==> src/rtl/float_div_iter.sv <==
// Sequential radix-2 floating-point divider q = a / b with valid/ready handshake and sideband tag.
// Subnormal inputs flush to zero; results round to nearest-even, with no subnormal outputs.
module float_div_iter #(
  parameter int EXP_W = 5,
  parameter int MAN_W = 10,
  parameter int TAG_W = 4
) (
  input  logic                     clk,
  input  logic                     rst,
  input  logic                     in_valid,
  output logic                     in_ready,
  input  logic [EXP_W+MAN_W:0]     in_a,
  input  logic [EXP_W+MAN_W:0]     in_b,
  input  logic [TAG_W-1:0]         in_tag,
  output logic                     out_valid,
  input  logic                     out_ready,
  output logic [EXP_W+MAN_W:0]     out_q,
  output logic [TAG_W-1:0]         out_tag,
  output logic [3:0]               out_flags
);

  localparam int W     = 1 + EXP_W + MAN_W;
  localparam int EW    = EXP_W + 2;
  localparam int CNT_W = $clog2(MAN_W + 2);

  localparam logic [1:0] S_IDLE  = 2'd0;
  localparam logic [1:0] S_DIV   = 2'd1;
  localparam logic [1:0] S_ROUND = 2'd2;
  localparam logic [1:0] S_DONE  = 2'd3;

  localparam logic signed [EW-1:0] E_BIAS = EW'((1 << (EXP_W - 1)) - 1);
  localparam logic signed [EW-1:0] E_MAX  = EW'((1 << EXP_W) - 1);
  localparam logic signed [EW-1:0] E_ONE  = EW'(1);
  localparam logic signed [EW-1:0] E_ZERO = EW'(0);
  localparam logic [CNT_W-1:0]     LAST_CNT = CNT_W'(MAN_W + 1);

  localparam logic [W-1:0] QNAN = {1'b0, {EXP_W{1'b1}}, 1'b1, {(MAN_W-1){1'b0}}};

  logic [1:0]             state_q, state_d;
  logic [CNT_W-1:0]       cnt_q, cnt_d;
  logic [MAN_W+1:0]       rem_q, rem_d;
  logic [MAN_W:0]         mb_q, mb_d;
  logic [MAN_W+2:0]       quo_q, quo_d;
  logic signed [EW-1:0]   exp_q, exp_d;
  logic                   sign_q, sign_d;
  logic [TAG_W-1:0]       tag_q, tag_d;
  logic [W-1:0]           res_q, res_d;
  logic [3:0]             flags_q, flags_d;

  logic                   sa, sb;
  logic [EXP_W-1:0]       ea, eb;
  logic [MAN_W-1:0]       fa, fb;
  logic                   a_zero, b_zero, a_inf, b_inf, a_nan, b_nan;

  logic [MAN_W+1:0]       step_rem, step_next;
  logic [MAN_W:0]         step_mb, step_diff;
  logic                   step_bit;

  logic                   r_msb, r_guard, r_sticky, r_up;
  logic [MAN_W:0]         r_mant;
  logic [MAN_W+1:0]       r_sum;
  logic [MAN_W-1:0]       r_frac;
  logic signed [EW-1:0]   r_exp, r_exp_fin;

  assign {sa, ea, fa} = in_a;
  assign {sb, eb, fb} = in_b;
  assign a_zero = (ea == '0);
  assign b_zero = (eb == '0);
  assign a_inf  = (&ea) & ~(|fa);
  assign b_inf  = (&eb) & ~(|fb);
  assign a_nan  = (&ea) & (|fa);
  assign b_nan  = (&eb) & (|fb);

  // One restoring shift-subtract step; the first step runs in the accept cycle
  always_comb begin
    step_rem  = (state_q == S_IDLE) ? {2'b01, fa} : rem_q;
    step_mb   = (state_q == S_IDLE) ? {1'b1, fb} : mb_q;
    step_bit  = (step_rem >= {1'b0, step_mb});
    step_diff = step_bit ? (step_rem[MAN_W:0] - step_mb) : step_rem[MAN_W:0];
    step_next = {step_diff, 1'b0};
  end

  always_comb begin
    r_msb     = quo_q[MAN_W+2];
    r_mant    = r_msb ? quo_q[MAN_W+2:2] : quo_q[MAN_W+1:1];
    r_guard   = r_msb ? quo_q[1] : quo_q[0];
    r_sticky  = (r_msb & quo_q[0]) | (|rem_q);
    r_exp     = r_msb ? exp_q : (exp_q - E_ONE);
    r_up      = r_guard & (r_sticky | r_mant[0]);
    r_sum     = {1'b0, r_mant} + {{(MAN_W+1){1'b0}}, r_up};
    // On mantissa carry-out the sum is exactly 10..0, so its upper bits give a zero fraction
    r_frac    = r_sum[MAN_W+1] ? r_sum[MAN_W:1] : r_sum[MAN_W-1:0];
    r_exp_fin = r_sum[MAN_W+1] ? (r_exp + E_ONE) : r_exp;
  end

  always_comb begin
    state_d = state_q;
    cnt_d   = cnt_q;
    rem_d   = rem_q;
    mb_d    = mb_q;
    quo_d   = quo_q;
    exp_d   = exp_q;
    sign_d  = sign_q;
    tag_d   = tag_q;
    res_d   = res_q;
    flags_d = flags_q;
    case (state_q)
      S_IDLE: begin
        if (in_valid) begin
          tag_d   = in_tag;
          sign_d  = sa ^ sb;
          flags_d = 4'b0000;
          state_d = S_DONE;
          if (a_nan | b_nan | (a_zero & b_zero) | (a_inf & b_inf)) begin
            res_d   = QNAN;
            flags_d = 4'b1000;
          end else if (a_inf) begin
            res_d = {sa ^ sb, {EXP_W{1'b1}}, {MAN_W{1'b0}}};
          end else if (b_zero) begin
            res_d   = {sa ^ sb, {EXP_W{1'b1}}, {MAN_W{1'b0}}};
            flags_d = 4'b0100;
          end else if (b_inf | a_zero) begin
            res_d = {sa ^ sb, {(W-1){1'b0}}};
          end else begin
            state_d = S_DIV;
            cnt_d   = '0;
            rem_d   = step_next;
            mb_d    = {1'b1, fb};
            quo_d   = {{(MAN_W+2){1'b0}}, step_bit};
            exp_d   = {2'b00, ea} - {2'b00, eb} + E_BIAS;
          end
        end
      end
      S_DIV: begin
        rem_d = step_next;
        quo_d = {quo_q[MAN_W+1:0], step_bit};
        cnt_d = cnt_q + CNT_W'(1);
        if (cnt_q == LAST_CNT) state_d = S_ROUND;
      end
      S_ROUND: begin
        state_d = S_DONE;
        if (r_exp_fin >= E_MAX) begin
          res_d   = {sign_q, {EXP_W{1'b1}}, {MAN_W{1'b0}}};
          flags_d = 4'b0010;
        end else if (r_exp_fin <= E_ZERO) begin
          res_d   = {sign_q, {(W-1){1'b0}}};
          flags_d = 4'b0001;
        end else begin
          res_d   = {sign_q, r_exp_fin[EXP_W-1:0], r_frac};
          flags_d = 4'b0000;
        end
      end
      S_DONE: begin
        if (out_ready) state_d = S_IDLE;
      end
      default: state_d = S_IDLE;
    endcase
  end

  always_ff @(posedge clk) begin
    if (rst) begin
      state_q <= S_IDLE;
      cnt_q   <= '0;
      rem_q   <= '0;
      mb_q    <= '0;
      quo_q   <= '0;
      exp_q   <= '0;
      sign_q  <= 1'b0;
      tag_q   <= '0;
      res_q   <= '0;
      flags_q <= '0;
    end else begin
      state_q <= state_d;
      cnt_q   <= cnt_d;
      rem_q   <= rem_d;
      mb_q    <= mb_d;
      quo_q   <= quo_d;
      exp_q   <= exp_d;
      sign_q  <= sign_d;
      tag_q   <= tag_d;
      res_q   <= res_d;
      flags_q <= flags_d;
    end
  end

  assign in_ready  = (state_q == S_IDLE);
  assign out_valid = (state_q == S_DONE);
  assign out_q     = res_q;
  assign out_tag   = tag_q;
  assign out_flags = out_valid ? flags_q : 4'b0000;

endmodule

==> config.mk <==
export PLATFORM = sky130hd
export DESIGN_NAME = float_div_iter
export DESIGN_NICKNAME = d
export VERILOG_FILES = /design/src/rtl/float_div_iter.sv
export SDC_FILE = /design/constraint.sdc
export NUM_CORES = 1
export LEC_CHECK = 0
export BUFFER_PORTS_ARGS = -buffer_cell sky130_fd_sc_hd__buf_2
export CAP_MARGIN = 40
export CORE_AREA = 4 4 95 97
export DETAILED_ROUTE_END_ITERATION = 16
export DIE_AREA = 0 0 99 101
export PLACE_DENSITY = 0.88
export SYNTH_ARGS = -nofsm -noshare
export SYNTH_HDL_FRONTEND = slang
export SYNTH_SLANG_ARGS = --single-unit
==> constraint.sdc <==
create_clock -name clk -period 8.9 [get_ports clk]
set_input_delay 1.78 -clock clk [delete_from_list [all_inputs] [get_ports clk]]
set_output_delay 1.78 -clock clk [all_outputs]
set_load 0.01 [all_outputs]
Word level (Yosys, flattened, before mapping)
Index checks and enable logic that the tools add are counted.
{"block": "word_totals", "ff_bits": 74, "input_bits": 40, "output_inout_bits": 26, "wordCells": 119}
{"block": "op_classes", "n_addsub": 7, "order_cmp": 3, "eq_ne": 12, "n_mux": 50, "bitwise_logic": 21, "reduce_logical": 16}
{"operator": "$mux 16", "n": 5}
{"operator": "$mux 12", "n": 6}
{"operator": "$mux 13", "n": 5}
{"operator": "$mux 11", "n": 3}
{"operator": "$mux 4", "n": 8}
{"operator": "$pmux 16 s2", "n": 1}
{"operator": "$mux 15", "n": 2}
{"operator": "$pmux 13 s2", "n": 1}
{"operator": "$pmux 12 s2", "n": 1}
{"operator": "$reduce_or 10->1", "n": 2}
{"operator": "$mux 2", "n": 8}
{"operator": "$pmux 4 s2", "n": 2}
{"operator": "$mux 7", "n": 2}
{"operator": "$add 11x1->12", "n": 1}
{"operator": "$ge 12x11->1", "n": 1}
{"operator": "$ne 2x2->1 const B", "n": 6}
{"operator": "$reduce_and 6->1", "n": 2}
{"operator": "$reduce_or 12->1", "n": 1}
{"operator": "$sub 11x11->11", "n": 1}
{"operator": "$logic_not 5->1", "n": 2}
{"operator": "$mux 10", "n": 1}
{"operator": "$reduce_and 5->1", "n": 2}
{"operator": "$and 1x1->1", "n": 8}
{"operator": "$pmux 2 s4", "n": 1}
{"operator": "21 further kinds", "n": 37}

Depth between registers and ports, before layout
{"block": "logic_depth", "depth_word": 10, "mapped_depth": 17, "mapped_depth_nobuf": 13}

Worst setup path before layout
OpenSTA, ideal clock, no wires.
{"block": "synth_path", "path_type": "register -> register", "start": "register state_q[0]", "end": "register rem_q[2]", "setup_time_ps": 92, "t_arrival_ps": 4218, "required_ps": 8808, "path_slack_ps": 4590, "path_stages_with_launch": 17, "n_path_buf": 4, "period_less_slack_ps": 4310, "cell_sequence": "dfxtp_1 -> inv_1 -> ha_1 -> clkbuf_1 -> buf_1 -> buf_1 -> buf_1 -> mux2i_1 -> ha_1 -> nor2b_1 -> o21ai_0 -> a21boi_0 -> o21a_1 -> o21ai_0 -> nand2_1 -> and3_1 -> nor4_1"}
{"block": "synth_via", "elab_chain_cells": 10, "elab_cells_between_ends": 20, "cone_classes": "add/sub: 1; order compare: 1; eq/ne: 6; mux: 9; reduce/logical: 3"}
{"item": "start: declaration", "line": "39", "source": "logic [1:0] state_q, state_d;"}
{"item": "start signal: assignment", "line": "173", "source": "state_q <= state_d;"}
{"item": "$logic_not 2->1 (*)"}
{"item": "net in_ready", "line": "11", "source": "output logic in_ready,"}
{"item": "$mux 12 or $mux 11 (tied branches)", "line": "76, 77"}
{"item": "$sub 11x11->11 or $ge 12x11->1 (tied branches)", "line": "79, 78"}
{"item": "$mux 11", "line": "79", "source": "step_diff = step_bit ? (step_rem[MAN_W:0] - step_mb) : step_rem[MAN_W:0];"}
{"item": "$mux 12", "line": "122", "source": "end else if (b_inf | a_zero) begin"}
{"item": "$mux 12", "line": "119", "source": "end else if (b_zero) begin"}
{"item": "$mux 12", "line": "117", "source": "end else if (a_inf) begin"}
{"item": "$mux 12", "line": "114", "source": "if (a_nan | b_nan | (a_zero & b_zero) | (a_inf & b_inf)) begin"}
{"item": "$mux 12", "line": "109", "source": "if (in_valid) begin"}
{"item": "$pmux 12 s2", "line": "107", "source": "case (state_q)"}
{"item": "end signal: assignment", "line": "175", "source": "rem_q <= rem_d;"}
{"item": "end: declaration", "line": "41", "source": "logic [MAN_W+1:0] rem_q, rem_d;"}
The timed path passes the listed nets; every way through them passes the cells marked *. The select of a mux whose other input is x is not followed.
A chain may end at the register's enable or synchronous reset.

Worst setup path in the final report
{"block": "layout_path", "start": "input port in_a[2]", "end": "register rem_q[2]"}
{"block": "layout_via", "elab_chain_cells": 9, "elab_cells_between_ends": 20, "cone_classes": "order compare: 1; eq/ne: 2; mux: 8; bitwise: 7; reduce/logical: 2"}
{"item": "start: declaration", "line": "12", "source": "input logic [EXP_W+MAN_W:0] in_a,"}
{"item": "$mux 12", "line": "76", "source": "step_rem = (state_q == S_IDLE) ? {2'b01, fa} : rem_q;"}
{"item": "$ge 12x11->1", "line": "78", "source": "step_bit = (step_rem >= {1'b0, step_mb});"}
{"item": "$mux 11", "line": "79"}
{"item": "$mux 12", "line": "122"}
{"item": "$mux 12", "line": "119"}
{"item": "$mux 12", "line": "117"}
{"item": "$mux 12", "line": "114"}
{"item": "$mux 12", "line": "109"}
{"item": "$pmux 12 s2", "line": "107"}
Parallel ways exist; a longest one is shown, timed or not. The select of a mux whose other input is x is not followed.

==> flow_metrics.tcl <==
set metrics [dict create \
    wirelength_um 12800 \
    fin_area_um2 5630 \
    drt_iter0_drc 369 \
    clock_sinks 73 \
    place_area_um2 5390 \
    synth_top_area_share_pct 28.9 \
    worst_setup_path_end_kind "flop" \
    rsz0062_at_grt "no" \
    min_period_ns 4.43 \
    gp_congestion 0.947 \
    syn_avg_cell_area_um2 7.66 \
    die-height_um 101 \
    whs_ns 0.447 \
    post-route-period-util_pct 49.8 \
    grt_pass1_vias 4672 \
    cts_tree "built" \
    synth_largest_area_cell "dfxtp_1" \
    nets 769 \
    ctsLongestPathBuffers 2 \
    core-area_um2 8130 \
    path_cells "buf_2 -> mux2_2 -> ha_1 -> nor2b_1 -> o21ai_0 -> a21boi_0 -> o21a_1 -> o21ai_0 -> nand2_1 -> and3_1 -> nor4_1" \
    dieArea_um2 10000 \
    power.density_nw_per_um2 330 \
    grt_use_total_pct 25.8 \
    yosysWarnings 0 \
    cp_common_cell "o21ai_0" \
    grt_max_degree 63 \
    initial_core_util_pct 62.1 \
    async_flop_share_pct 0 \
    ys.flop_type "dfxtp_1" \
    dp_hpwl_um 9410 \
    diodes 0 \
    grt_first_pass_wirelength_um 21400 \
    hold_class "reg -> reg" \
    netlist_area_um2 5050 \
    viasPerCell 6.22 \
    ff2ff_setup_slack_ns 4.83 \
    finalSetupTns_ns 0 \
    cts_buffers 9 \
    ir_drop_v 0.000206 \
    path_class "in -> reg" \
    worst_pin_slew_ns 0.813 \
    start_kind "input port" \
    relSlewSlack_pct 45.3 \
    status "finished clean" \
    port_buffers 65 \
    slowest_delay_ns 0.43 \
    drt-pass1-iter-count 6 \
    areaGrowthSynthToFinish_pct 11.6 \
    post_cts_resized 0 \
    fin_skew_ns 0.0101 \
    critical_path_arrival_ns 4.69 \
    routed-via-count 5053 \
    drive_gt1_share_pct 16.5 \
    yosysSeqAreaShare_pct 28.9 \
    die_width_um 99 \
    critPathRequiredTime_ns 9.15 \
    worstSkewPairLatency_ns 0.36 \
    fill_cells 619 \
    synth_edf_count 0 \
    maxSlewViolCount 0 \
    ioPinCount 66 \
    synth_area_leaders "dfxtp_1 (29%), nand2_1 (6.8%), ha_1 (6.2%)" \
    antenna_found_initial 0 \
    setup-violations-final 0 \
    drc_errors 0 \
    synth-seq-cells 73 \
    overflow 0 \
    cp_max_fo 10 \
    cp_slowest_cell "o21ai_0" \
    htreeDepth 3 \
    post-cts-setup-buffer-count 0 \
    rows 33 \
    p_leak_uw 0.00233 \
    fmax_mhz 225 \
    syn-instance-count 659 \
    synthDistinctLibCells 70 \
    postRouteAntennaNets 0 \
    syn_nets 726 \
    hold_buffers 0 \
    wire_per_inst_um 15.8 \
    clockRootBuffer "clkbuf_8" \
    hold_viol 0 \
    worst_setup_hold_path_clk_slew_ns 0.08 \
    max-cap-violations 0 \
]
[synthesized netlist by cell type (6+ instances only)]
master,n
or2_2,6
nand4_1,10
and2_1,9
nand2_1,91
nand2b_1,6
o21ai_1,6
nor2b_1,6
ha_1,25
nand3_1,29
buf_1,9
xor2_1,6
xnor2_1,20
nor2_1,70
a211oi_1,13
o21ai_0,28
clkbuf_1,24
mux2i_1,26
inv_1,30
a31oi_1,6
nor4_1,10
mux2_2,11
dfxtp_1,73
a21oi_1,61
[placed cells by master (no fill, tap or decap), types with 5 or more instances in the layout]
cell,instances
nand2_1,91
dfxtp_1,73
nor2_1,70
buf_2,65
a21oi_1,61
inv_1,30
nand3_1,29
o21ai_0,28
mux2i_1,26
ha_1,25
xnor2_1,20
a211oi_1,13
mux2_2,11
nor4_1,10
nand4_1,10
clkbuf_8,10
and2_1,9
xor2_1,6
a31oi_1,6
nand2b_1,6
nor2b_1,6
or2_2,6
nor3_1,5
a21o_1,5
o21ai_1,5
or3_1,5
[cell type report]
cell class	instances	area [um2]	area share, %
sequential	73	1460	25.9
inverter	30	113	2.00
clock buffer	11	141	2.51
clock inverter	5	103	1.82
tap	105	131	2.33
timing repair buffer	70	370	6.57
multi-input combinational	518	3310	58.8
[cells by family after synthesis]
logic type | Yosys count | synth area share (%)
AO/OA/AOI/OAI | 165 | 21.6
XOR/XNOR | 26 | 4.51
adder cells (fa/ha/maj) | 27 | 6.99
buffers and inverters | 68 | 5.48
flip-flops | 73 | 28.9
multiplexers | 37 | 7.61
AND/OR/NAND/NOR | 263 | 24.8
[worst max-delay path: cells and delay by family]
| family | cells | cell delay (ns) |
|---|---|---|
| adder cells (fa/ha/maj) | 1 | 0.35 |
| AO/OA/AOI/OAI | 4 | 1.01 |
| AND/OR/NAND/NOR | 4 | 1.17 |
| buffers and inverters | 1 | 0.10 |
| multiplexers | 1 | 0.28 |
[final timing paths]
| kind | start | endpoint | cells past startpoint |
|---|---|---|---|
| max reg2reg | state_q[1] | rem_q[2] | 13 |
| max | in_a[2] | rem_q[2] | 11 |
| min | out_q[3] | out_q[3] | 2 |
| min reg2reg | out_q[3] | out_q[3] | 2 |
[routing by layer]
layer | routed length (um) | up-vias | share of wire, % | track usage (%)
met5 | 0 | - | 0 | 0
met4 | 410 | 0 | 3.2 | 10.4
met3 | 981 | 39 | 7.7 | 5.81
met2 | 6020 | 219 | 47 | 42.3
met1 | 5410 | 2361 | 42 | 33.0
li1 | - | 2434 | - | -
[state kept, by name, indices dropped and copies added, names as in the netlist]
| register | cells |
|---|---|
| flags_q | 4 |
| exp_q | 7 |
| sign_q | 1 |
| rem_q | 11 |
| out_q | 16 |
| state_q | 2 |
| mb_q | 11 |
| cnt_q | 4 |
| out_tag | 4 |
| quo_q | 13 |
[through the flow]
stage          total power (uW)  cells  setup WS, ns  utilization, %
6_report                   1860    812          4.47            69.3
2_1_floorplan              1270    659          4.59               -
3_3_place_gp               1450    795          4.41            66.1
3_5_place_dp               1510    796          4.18            66.3
5_1_grt                    1990    812          4.27            69.3
4_1_cts                    1840    812          4.55            69.3
[where the power goes]
part,switching [uW],internal [uW]
Combinational,655,433
Sequential,58.0,386
Clock,133,194
Note: power is estimated with default switching activity, not from simulation.
